--- config.mk ---
export PLATFORM = sky130hd
export DESIGN_NAME = pipe_ctrl
export DESIGN_NICKNAME = d
export VERILOG_FILES = /design/src/rtl/pipe_ctrl.sv
export SDC_FILE = /design/constraint.sdc
export NUM_CORES = 1
export LEC_CHECK = 0
export CORE_UTILIZATION = 56
export CTS_CLUSTER_DIAMETER = 120
export DETAILED_ROUTE_END_ITERATION = 8
export GPL_ROUTABILITY_DRIVEN = 0
export PLACE_DENSITY = 0.93
export SLEW_MARGIN = 20
export SYNTH_ARGS = -nofsm -noshare
export SYNTH_HDL_FRONTEND = slang
export SYNTH_SLANG_ARGS = --single-unit
--- constraint.sdc ---
create_clock -name clk -period 3.29 [get_ports clk]
set_clock_uncertainty 0.05 [all_clocks]
set_input_delay 0.8225 -clock clk [delete_from_list [all_inputs] [get_ports clk]]
set_output_delay 0.8225 -clock clk [all_outputs]
set_load 0.005 [all_outputs]
--- src/rtl/pipe_ctrl.sv ---
// Pipeline sequencer for the 5-stage RV32I core. It turns load-use stalls, redirects and
// data-memory waits into per-stage enables, bubble/squash controls, a timeout flag and a stall counter.
module pipe_ctrl #(
  parameter int CNT_W       = 32,
  parameter int MEM_TIMEOUT = 15,
  parameter int REDIR_BUB   = 1
) (
  input  logic             clk,
  input  logic             rst_n,
  input  logic             haz_stall,
  input  logic [1:0]       pc_sel,
  input  logic             dmem_req,
  input  logic             dmem_ack,
  output logic             en_f,
  output logic             en_d,
  output logic             en_e,
  output logic             en_m,
  output logic             en_w,
  output logic             bub_e,
  output logic             sq_d,
  output logic             mem_err,
  output logic [2:0]       state,
  output logic [CNT_W-1:0] stall_cnt
);

  localparam logic [2:0] S_INIT  = 3'd0;
  localparam logic [2:0] S_RUN   = 3'd1;
  localparam logic [2:0] S_MWAIT = 3'd2;
  localparam logic [2:0] S_REDIR = 3'd3;
  localparam logic [2:0] S_ERR   = 3'd4;

  localparam logic [7:0] TIMEOUT  = 8'(MEM_TIMEOUT);
  localparam logic [1:0] BUB_INIT = 2'(REDIR_BUB - 1);

  logic [2:0] state_q, state_nxt;
  logic [7:0] wait_cnt, wait_nxt, wait_inc;
  logic [1:0] bub_cnt, bub_nxt, bub_dec;
  logic       mem_stall;
  logic       counted_state;

  assign mem_stall = dmem_req & ~dmem_ack;
  assign wait_inc  = wait_cnt + 8'd1;
  assign bub_dec   = bub_cnt - 2'd1;
  assign state     = state_q;
  assign mem_err   = (state_q == S_ERR);

  always_comb begin
    state_nxt = state_q;
    wait_nxt  = wait_cnt;
    bub_nxt   = bub_cnt;
    en_f      = 1'b0;
    en_d      = 1'b0;
    en_e      = 1'b0;
    en_m      = 1'b0;
    en_w      = 1'b0;
    bub_e     = 1'b0;
    sq_d      = 1'b0;
    case (state_q)
      S_INIT: begin
        bub_e     = 1'b1;
        sq_d      = 1'b1;
        state_nxt = S_RUN;
      end
      S_RUN: begin
        if (mem_stall) begin
          state_nxt = S_MWAIT;
          wait_nxt  = 8'd1;
        end else if (haz_stall) begin
          // A redirect arriving with a stall is dropped; D still holds it next cycle.
          en_e  = 1'b1;
          en_m  = 1'b1;
          en_w  = 1'b1;
          bub_e = 1'b1;
        end else begin
          en_f = 1'b1;
          en_d = 1'b1;
          en_e = 1'b1;
          en_m = 1'b1;
          en_w = 1'b1;
          if (pc_sel != 2'b00) begin
            sq_d = 1'b1;
            if (REDIR_BUB > 1) begin
              state_nxt = S_REDIR;
              bub_nxt   = BUB_INIT;
            end
          end
        end
      end
      S_MWAIT: begin
        if (dmem_req && dmem_ack) begin
          en_f      = 1'b1;
          en_d      = 1'b1;
          en_e      = 1'b1;
          en_m      = 1'b1;
          en_w      = 1'b1;
          wait_nxt  = 8'd0;
          state_nxt = (bub_cnt != 2'd0) ? S_REDIR : S_RUN;
        end else begin
          wait_nxt = wait_inc;
          if (wait_inc >= TIMEOUT) state_nxt = S_ERR;
        end
      end
      S_REDIR: begin
        // A memory wait freezes the pipe but keeps the remaining bubble count.
        if (mem_stall) begin
          state_nxt = S_MWAIT;
          wait_nxt  = 8'd1;
        end else begin
          en_f    = 1'b1;
          en_d    = 1'b1;
          en_e    = 1'b1;
          en_m    = 1'b1;
          en_w    = 1'b1;
          sq_d    = 1'b1;
          bub_nxt = bub_dec;
          if (bub_dec == 2'd0) state_nxt = S_RUN;
        end
      end
      S_ERR: begin
        state_nxt = S_ERR;
      end
      default: begin
        state_nxt = S_INIT;
      end
    endcase
  end

  assign counted_state = (state_q == S_RUN) || (state_q == S_MWAIT) || (state_q == S_ERR);

  always_ff @(posedge clk or negedge rst_n) begin
    if (!rst_n) begin
      state_q   <= S_INIT;
      wait_cnt  <= 8'd0;
      bub_cnt   <= 2'd0;
      stall_cnt <= '0;
    end else begin
      state_q  <= state_nxt;
      wait_cnt <= wait_nxt;
      bub_cnt  <= bub_nxt;
      if (!en_f && counted_state && (stall_cnt != {CNT_W{1'b1}}))
        stall_cnt <= stall_cnt + 1'b1;
    end
  end

endmodule

Yosys cells after proc, flatten, opt, wreduce, memory -nomap -nowiden
Cells that the tools add are included.
Storage, ports and cells
  logic and storage cells: 58
  register bits: 45
  output and inout port bits: 43
  input port bits: 7
Operators by class
  reductions and logical operators: 15
  mux-type cells: 23
  order comparisons: 1
  bitwise operators: 3
  eq/ne operators: 9
  add/sub/neg operators: 3
Operators by type and width (number)
  $add A32 B1 Y32 const B: 1
  $ne A32 B32 Y1 const B: 1
  $mux W8: 2
  $pmux W8 S2: 1
  $mux W3: 5
  $pmux W3 S5: 1
  $mux W1: 9
  $add A8 B1 Y8 const B: 1
  $ge A8 B4 Y1 const B: 1
  $eq A3 B2 Y1 const B: 2
  $ne A3 B3 Y1 const B: 2
  $pmux W1 S3: 2
  $reduce_bool A2 Y1: 3
  $pmux W1 S2: 2
  $reduce_and A2 Y1: 2
  $eq A3 B1 Y1 const B: 1
  $eq A3 B3 Y1 const B: 1
  $logic_and A1 B1 Y1: 3
  $logic_not A3 Y1: 1
  $reduce_and A3 Y1: 1
  $logic_not A2 Y1: 1
  $logic_or A1 B1 Y1: 2
  $mux W2: 1
  $ne A2 B1 Y1 const B: 1
  6 further kinds: 7

Longest topological paths before layout
  word-level depth: 7
  gate-level depth with buffers: 7
  mapped depth without buffers: 7

Worst setup path before layout
OpenSTA, ideal clock, no wires.
  path type: in2out
  from: input dmem_ack
  to: output en_f
  cell stages on the path: 4
  path buffers: 1
  path slack: 0.873 ns
  data arrival time: 1.544 ns
  data required time: 2.418 ns
  cell sequence: nand2b_1 -> nand2_1 -> a211oi_1 -> buf_4
Between the ends
  longest elaborated chain between the ends: 4
  elaborated cells between the ends (all ways): 7
  classes of those cells: mux (4); bitwise (2); reduce/logical (1)
RTL lines
  from (decl): RTL line 13  | input logic dmem_ack,
  $not A1 Y1: RTL line 41  | assign mem_stall = dmem_req & ~dmem_ack;
  $and A1 B1 Y1: RTL line 41
  $mux W1 (on tied branches)
  $pmux W1 S3 *
  to (decl): RTL line 14  | output logic en_f,
Every way passes the cells marked *; elsewhere a longest branch is shown, timed or not.

Worst setup path in the final report
  from: input dmem_req
  to: output en_d
Between the ends
  longest elaborated chain between the ends: 3
  elaborated cells between the ends (all ways): 6
  classes of those cells: mux (4); bitwise (1); reduce/logical (1)
RTL lines
  from (decl): RTL line 12  | input logic dmem_req,
  $and A1 B1 Y1 / $logic_and A1 B1 Y1 (equally long branches): RTL line 41, 90
  $mux W1 (on tied branches)
  $pmux W1 S3 *: RTL line 58  | case (state_q)
  to (decl): RTL line 15  | output logic en_d,
Marked as above.

==> load_flow_metrics.sql <==
INSERT INTO impl_metrics (metric_group, metric, value, unit) VALUES
('run_status', 'run_status', 'finished, final reports clean', ''),
('synthesis', 'synth_simple_gate_area_share', '28.9', '%'),
('setup_path', 'timing.critical_path.to', 'en_d', ''),
('placement', 'dpl_worst_slack', '-98.6', 'ps'),
('die', 'dieArea', '4930', 'µm²'),
('setup_path', 'cp-end-kind', 'output port', ''),
('cts', 'clkLatencyLatePin', '300', 'ps'),
('cells_and_area', 'seqCellArea', '1130', 'µm²'),
('setup_path', 'timing_worst_setup_path_type', 'primary input to output port', ''),
('die', 'fp.dieH', '70.2', 'µm'),
('power_and_ir_drop', 'post-layout-total-power', '2.28', 'mW'),
('placement', 'dp_hpwl', '4220', 'µm'),
('die', 'dieWidth', '70.2', 'µm'),
('timing', 'sum_neg_setup_slack', '0', 'ps'),
('cells_and_area', 'n_fill_cell', '296', ''),
('routing', 'first_pass_iters', '5', ''),
('setup_path', 'worstPathArrival', '2350', 'ps'),
('synthesis', 'synth_top_flop_cell', 'sky130_fd_sc_hd__dfrtp_1', ''),
('synthesis', 'yosys-mux-area-fraction', '1.39', '%'),
('synthesis', 'synth_top_family_by_area', 'simple AND/OR/NAND/NOR gates', ''),
('cts', 'max-clock-path-buffers', '2', ''),
('cts', 'cts-buffers-inserted', '5', ''),
('timing', 'timing.final.max_slew_violations', '0', ''),
('cells_and_area', 'area.growth.synth_to_final', '26.9', '%'),
('placement', 'io_buffers', '49', ''),
('power_and_ir_drop', 'netSwitchingPower', '0.834', 'mW'),
('synthesis', 'synth_cells', '266', ''),
('power_and_ir_drop', 'power.static_leakage', '1.42', 'nW'),
('power_and_ir_drop', 'clock_power_share', '21.7', '%'),
('setup_path', 'critPathRequiredTime', '2420', 'ps'),
('cells_and_area', 'final_area', '3300', 'µm²'),
('power_and_ir_drop', 'cellInternalPower', '1.45', 'mW'),
('synthesis', 'netlist_area', '2600', 'µm²'),
('setup_path', 'critical_path.startpoint_type', 'primary input', ''),
('power_and_ir_drop', 'seq_power_share', '37.1', '%'),
('run', 'cap_violations', '0', ''),
('routing', 'vias', '2249', ''),
('die', 'start_util', '59.0', '%'),
('die', 'ioPinCount', '50', ''),
('synthesis', 'synthDistinctLibCells', '50', ''),
('routing', 'detailedRoute.firstIterationViolations', '157', ''),
('cts', 'cts_num_sinks', '45', ''),
('synthesis', 'compound_gate_portion_of_the_synthesized_area', '8.94', '%'),
('global_routing', 'grt_first_pass_wirelength', '10200', 'µm'),
('timing', 'fin_ws', '63.4', 'ps'),
('die', 'placeableCoreArea', '4410', 'µm²'),
('cells_and_area', 'final_net_count', '331', ''),
('routing', 'drc', '0', ''),
('routing', 'final_antenna_net_count', '0', ''),
('synthesis', 'async_flop_share', '100', '%'),
('setup_path', 'rrSetupSlack', '660', 'ps'),
('power_and_ir_drop', 'combinationalPowerShare', '41.2', '%'),
('synthesis', 'arithmetic_cell_share_of_the_synthesized_area_counting_full_adders_half_adders_and_majority_gates', '2.40', '%'),
('die', 'row_count', '24', ''),
('timing', 'timing_hold_violations_final', '0', ''),
('cts', 'cts_tree', 'done', ''),
('timing', 'fmaxAchievable', '0.310', 'GHz'),
('global_routing', 'gr-total-overflow', '0', ''),
('power_and_ir_drop', 'power_per_cell_area', '691', 'nW/µm²'),
('cts', 'cts_max_level', '2', ''),
('routing', 'detail_route.vias_per_cell', '6.05', ''),
('cts', 'cts_hold_buf', '0', ''),
('hold_path', 'worst_hold_path_type', 'register to register', ''),
('setup_path', 'worst-r2r-cell-count', '7', ''),
('timing', 'setup-violations-final', '0', ''),
('placement', 'placement.cell_area', '3160', 'µm²'),
('synthesis', 'yosys_register_bits', '45', ''),
('synthesis', 'synth_fp_nets', '278', ''),
('timing', 'max-slew-margin-rel', '36.1', '%'),
('cells_and_area', 'antenna-diode-count', '0', ''),
('synthesis', 'yosysSeqAreaShare', '43.2', '%');
[worst max-delay path: stages]
cell and delay (ps):
sky130_fd_sc_hd__clkdlybuf4s50_1 570, sky130_fd_sc_hd__a21oi_1 130, sky130_fd_sc_hd__a211oi_2 280, sky130_fd_sc_hd__clkdlybuf4s50_1 560
[cells in the mapped netlist, types with 2 or more instances]
cell type	count	share of area, %
sky130_fd_sc_hd__nor2_1	21	3.0
sky130_fd_sc_hd__xor2_1	30	10
sky130_fd_sc_hd__xnor2_1	3	1.0
sky130_fd_sc_hd__and3_1	2	0.48
sky130_fd_sc_hd__ha_1	5	2.4
sky130_fd_sc_hd__a31oi_1	2	0.48
sky130_fd_sc_hd__o21ai_0	13	2.5
sky130_fd_sc_hd__buf_4	4	1.2
sky130_fd_sc_hd__dfrtp_1	45	43
sky130_fd_sc_hd__a21oi_1	7	1.3
sky130_fd_sc_hd__nor3_1	10	1.9
sky130_fd_sc_hd__nand3_1	17	3.3
sky130_fd_sc_hd__nand4_1	11	2.6
sky130_fd_sc_hd__o31ai_1	4	1.2
sky130_fd_sc_hd__buf_2	5	0.96
sky130_fd_sc_hd__nand2b_1	7	1.7
sky130_fd_sc_hd__nand2_1	18	2.6
sky130_fd_sc_hd__nor4b_1	6	2.0
sky130_fd_sc_hd__nor4_2	2	0.96
sky130_fd_sc_hd__nor4_1	5	1.2
sky130_fd_sc_hd__nor3_2	9	3.5
sky130_fd_sc_hd__inv_1	9	1.3
sky130_fd_sc_hd__or3_1	2	0.48
sky130_fd_sc_hd__nor3b_1	3	0.86
[repair_timing]
| action | in CTS | in global routing |
|---|---|---|
| pin swaps | 0 | 1 |
| endpoints found under the setup margin | 2 | 4 |
| endpoints found under the hold margin | 0 | 0 |
| resized for setup | 2 | 1 |
| cloned | 0 | 0 |
[area by class of cell]
cell class / count / area share (%)
Clock inverter: 3 / 1.97
Sequential cell: 45 / 34.1
Timing Repair Buffer: 57 / 16.8
Clock buffer: 5 / 2.08
Multi-Input combinational cell: 201 / 42.0
Inverter: 9 / 1.02
Tap cell: 52 / 1.97
[per-stage QoR]
step,util [%],cells,hold slack (ps)
CTS,74.7,372,452
detailed placement,71.6,364,440
global placement,71.6,364,419
finish,74.9,372,444
floorplan,-,266,400
global route,74.9,372,481
[power groups by stage]
stage	Clock, mW	Combinational (mW)	Sequential [mW]
6_report	0.495	0.941	0.846
5_1_grt	0.526	1.03	0.872
4_1_cts	0.494	0.941	0.844
3_5_place_dp	0	0.930	0.854
3_3_place_gp	0	0.903	0.843
2_1_floorplan	0	0.580	0.786
[worst min path at each step]
stage / startpoint / endpoint / slack, ps / cells after the start
floorplan: bub_cnt[1] / bub_cnt[1] / 400 / 2
global placement: bub_cnt[1] / bub_cnt[1] / 420 / 2
detailed placement: stall_cnt[25] / stall_cnt[25] / 440 / 1
CTS: stall_cnt[25] / stall_cnt[25] / 450 / 1
global route: stall_cnt[19] / stall_cnt[19] / 480 / 1
finish: stall_cnt[25] / stall_cnt[25] / 440 / 1
[flip-flops by register name, summed over array words and instances (netlist names)]
signal     flops
stall_cnt     32
state          3
bub_cnt        2
wait_cnt       8
[kinds of logic after synthesis]
kind of cell | Yosys count
AOI/OAI and AO/OA | 35
xor gates and xnor gates | 33
adders and majority gates | 5
buffers and inverters | 20
DFF | 45
muxes | 3
and+or+nand+nor | 125
[metal layers]
metal | wire [µm] | up-vias | track usage, %
li1 | - | 1057 | -
met1 | 2510 | 1112 | 33.4
met2 | 3080 | 68 | 44.7
met3 | 262 | 12 | 5.48
met4 | 121 | 0 | 9.33
met5 | 0 | - | 0
[cells in the final DEF (no fill, tap or decap), types with 2 or more instances in the layout]
cell and instances:
sky130_fd_sc_hd__o21ai_0 13, sky130_fd_sc_hd__clkbuf_8 5, sky130_fd_sc_hd__dfrtp_1 45, sky130_fd_sc_hd__nand3_1 17, sky130_fd_sc_hd__nand4_1 11, sky130_fd_sc_hd__xnor2_1 3
sky130_fd_sc_hd__clkdlybuf4s50_1 47, sky130_fd_sc_hd__nand2b_1 6, sky130_fd_sc_hd__a21oi_1 7, sky130_fd_sc_hd__o31ai_1 4, sky130_fd_sc_hd__a31oi_1 2, sky130_fd_sc_hd__and3_1 2
sky130_fd_sc_hd__nor3b_1 3, sky130_fd_sc_hd__a211oi_2 2, sky130_fd_sc_hd__nor2_1 20, sky130_fd_sc_hd__nand2_1 18, sky130_fd_sc_hd__inv_1 9, sky130_fd_sc_hd__nand2b_4 2
sky130_fd_sc_hd__nor3_2 9, sky130_fd_sc_hd__ha_1 5, sky130_fd_sc_hd__nor4b_1 6, sky130_fd_sc_hd__xor2_1 30, sky130_fd_sc_hd__buf_4 7, sky130_fd_sc_hd__nor3_1 10
sky130_fd_sc_hd__or3_1 2, sky130_fd_sc_hd__nor4_2 2, sky130_fd_sc_hd__nor4_1 5, sky130_fd_sc_hd__nor2_2 2, sky130_fd_sc_hd__bufinv_16 2
(Power assumes the default switching activity.)
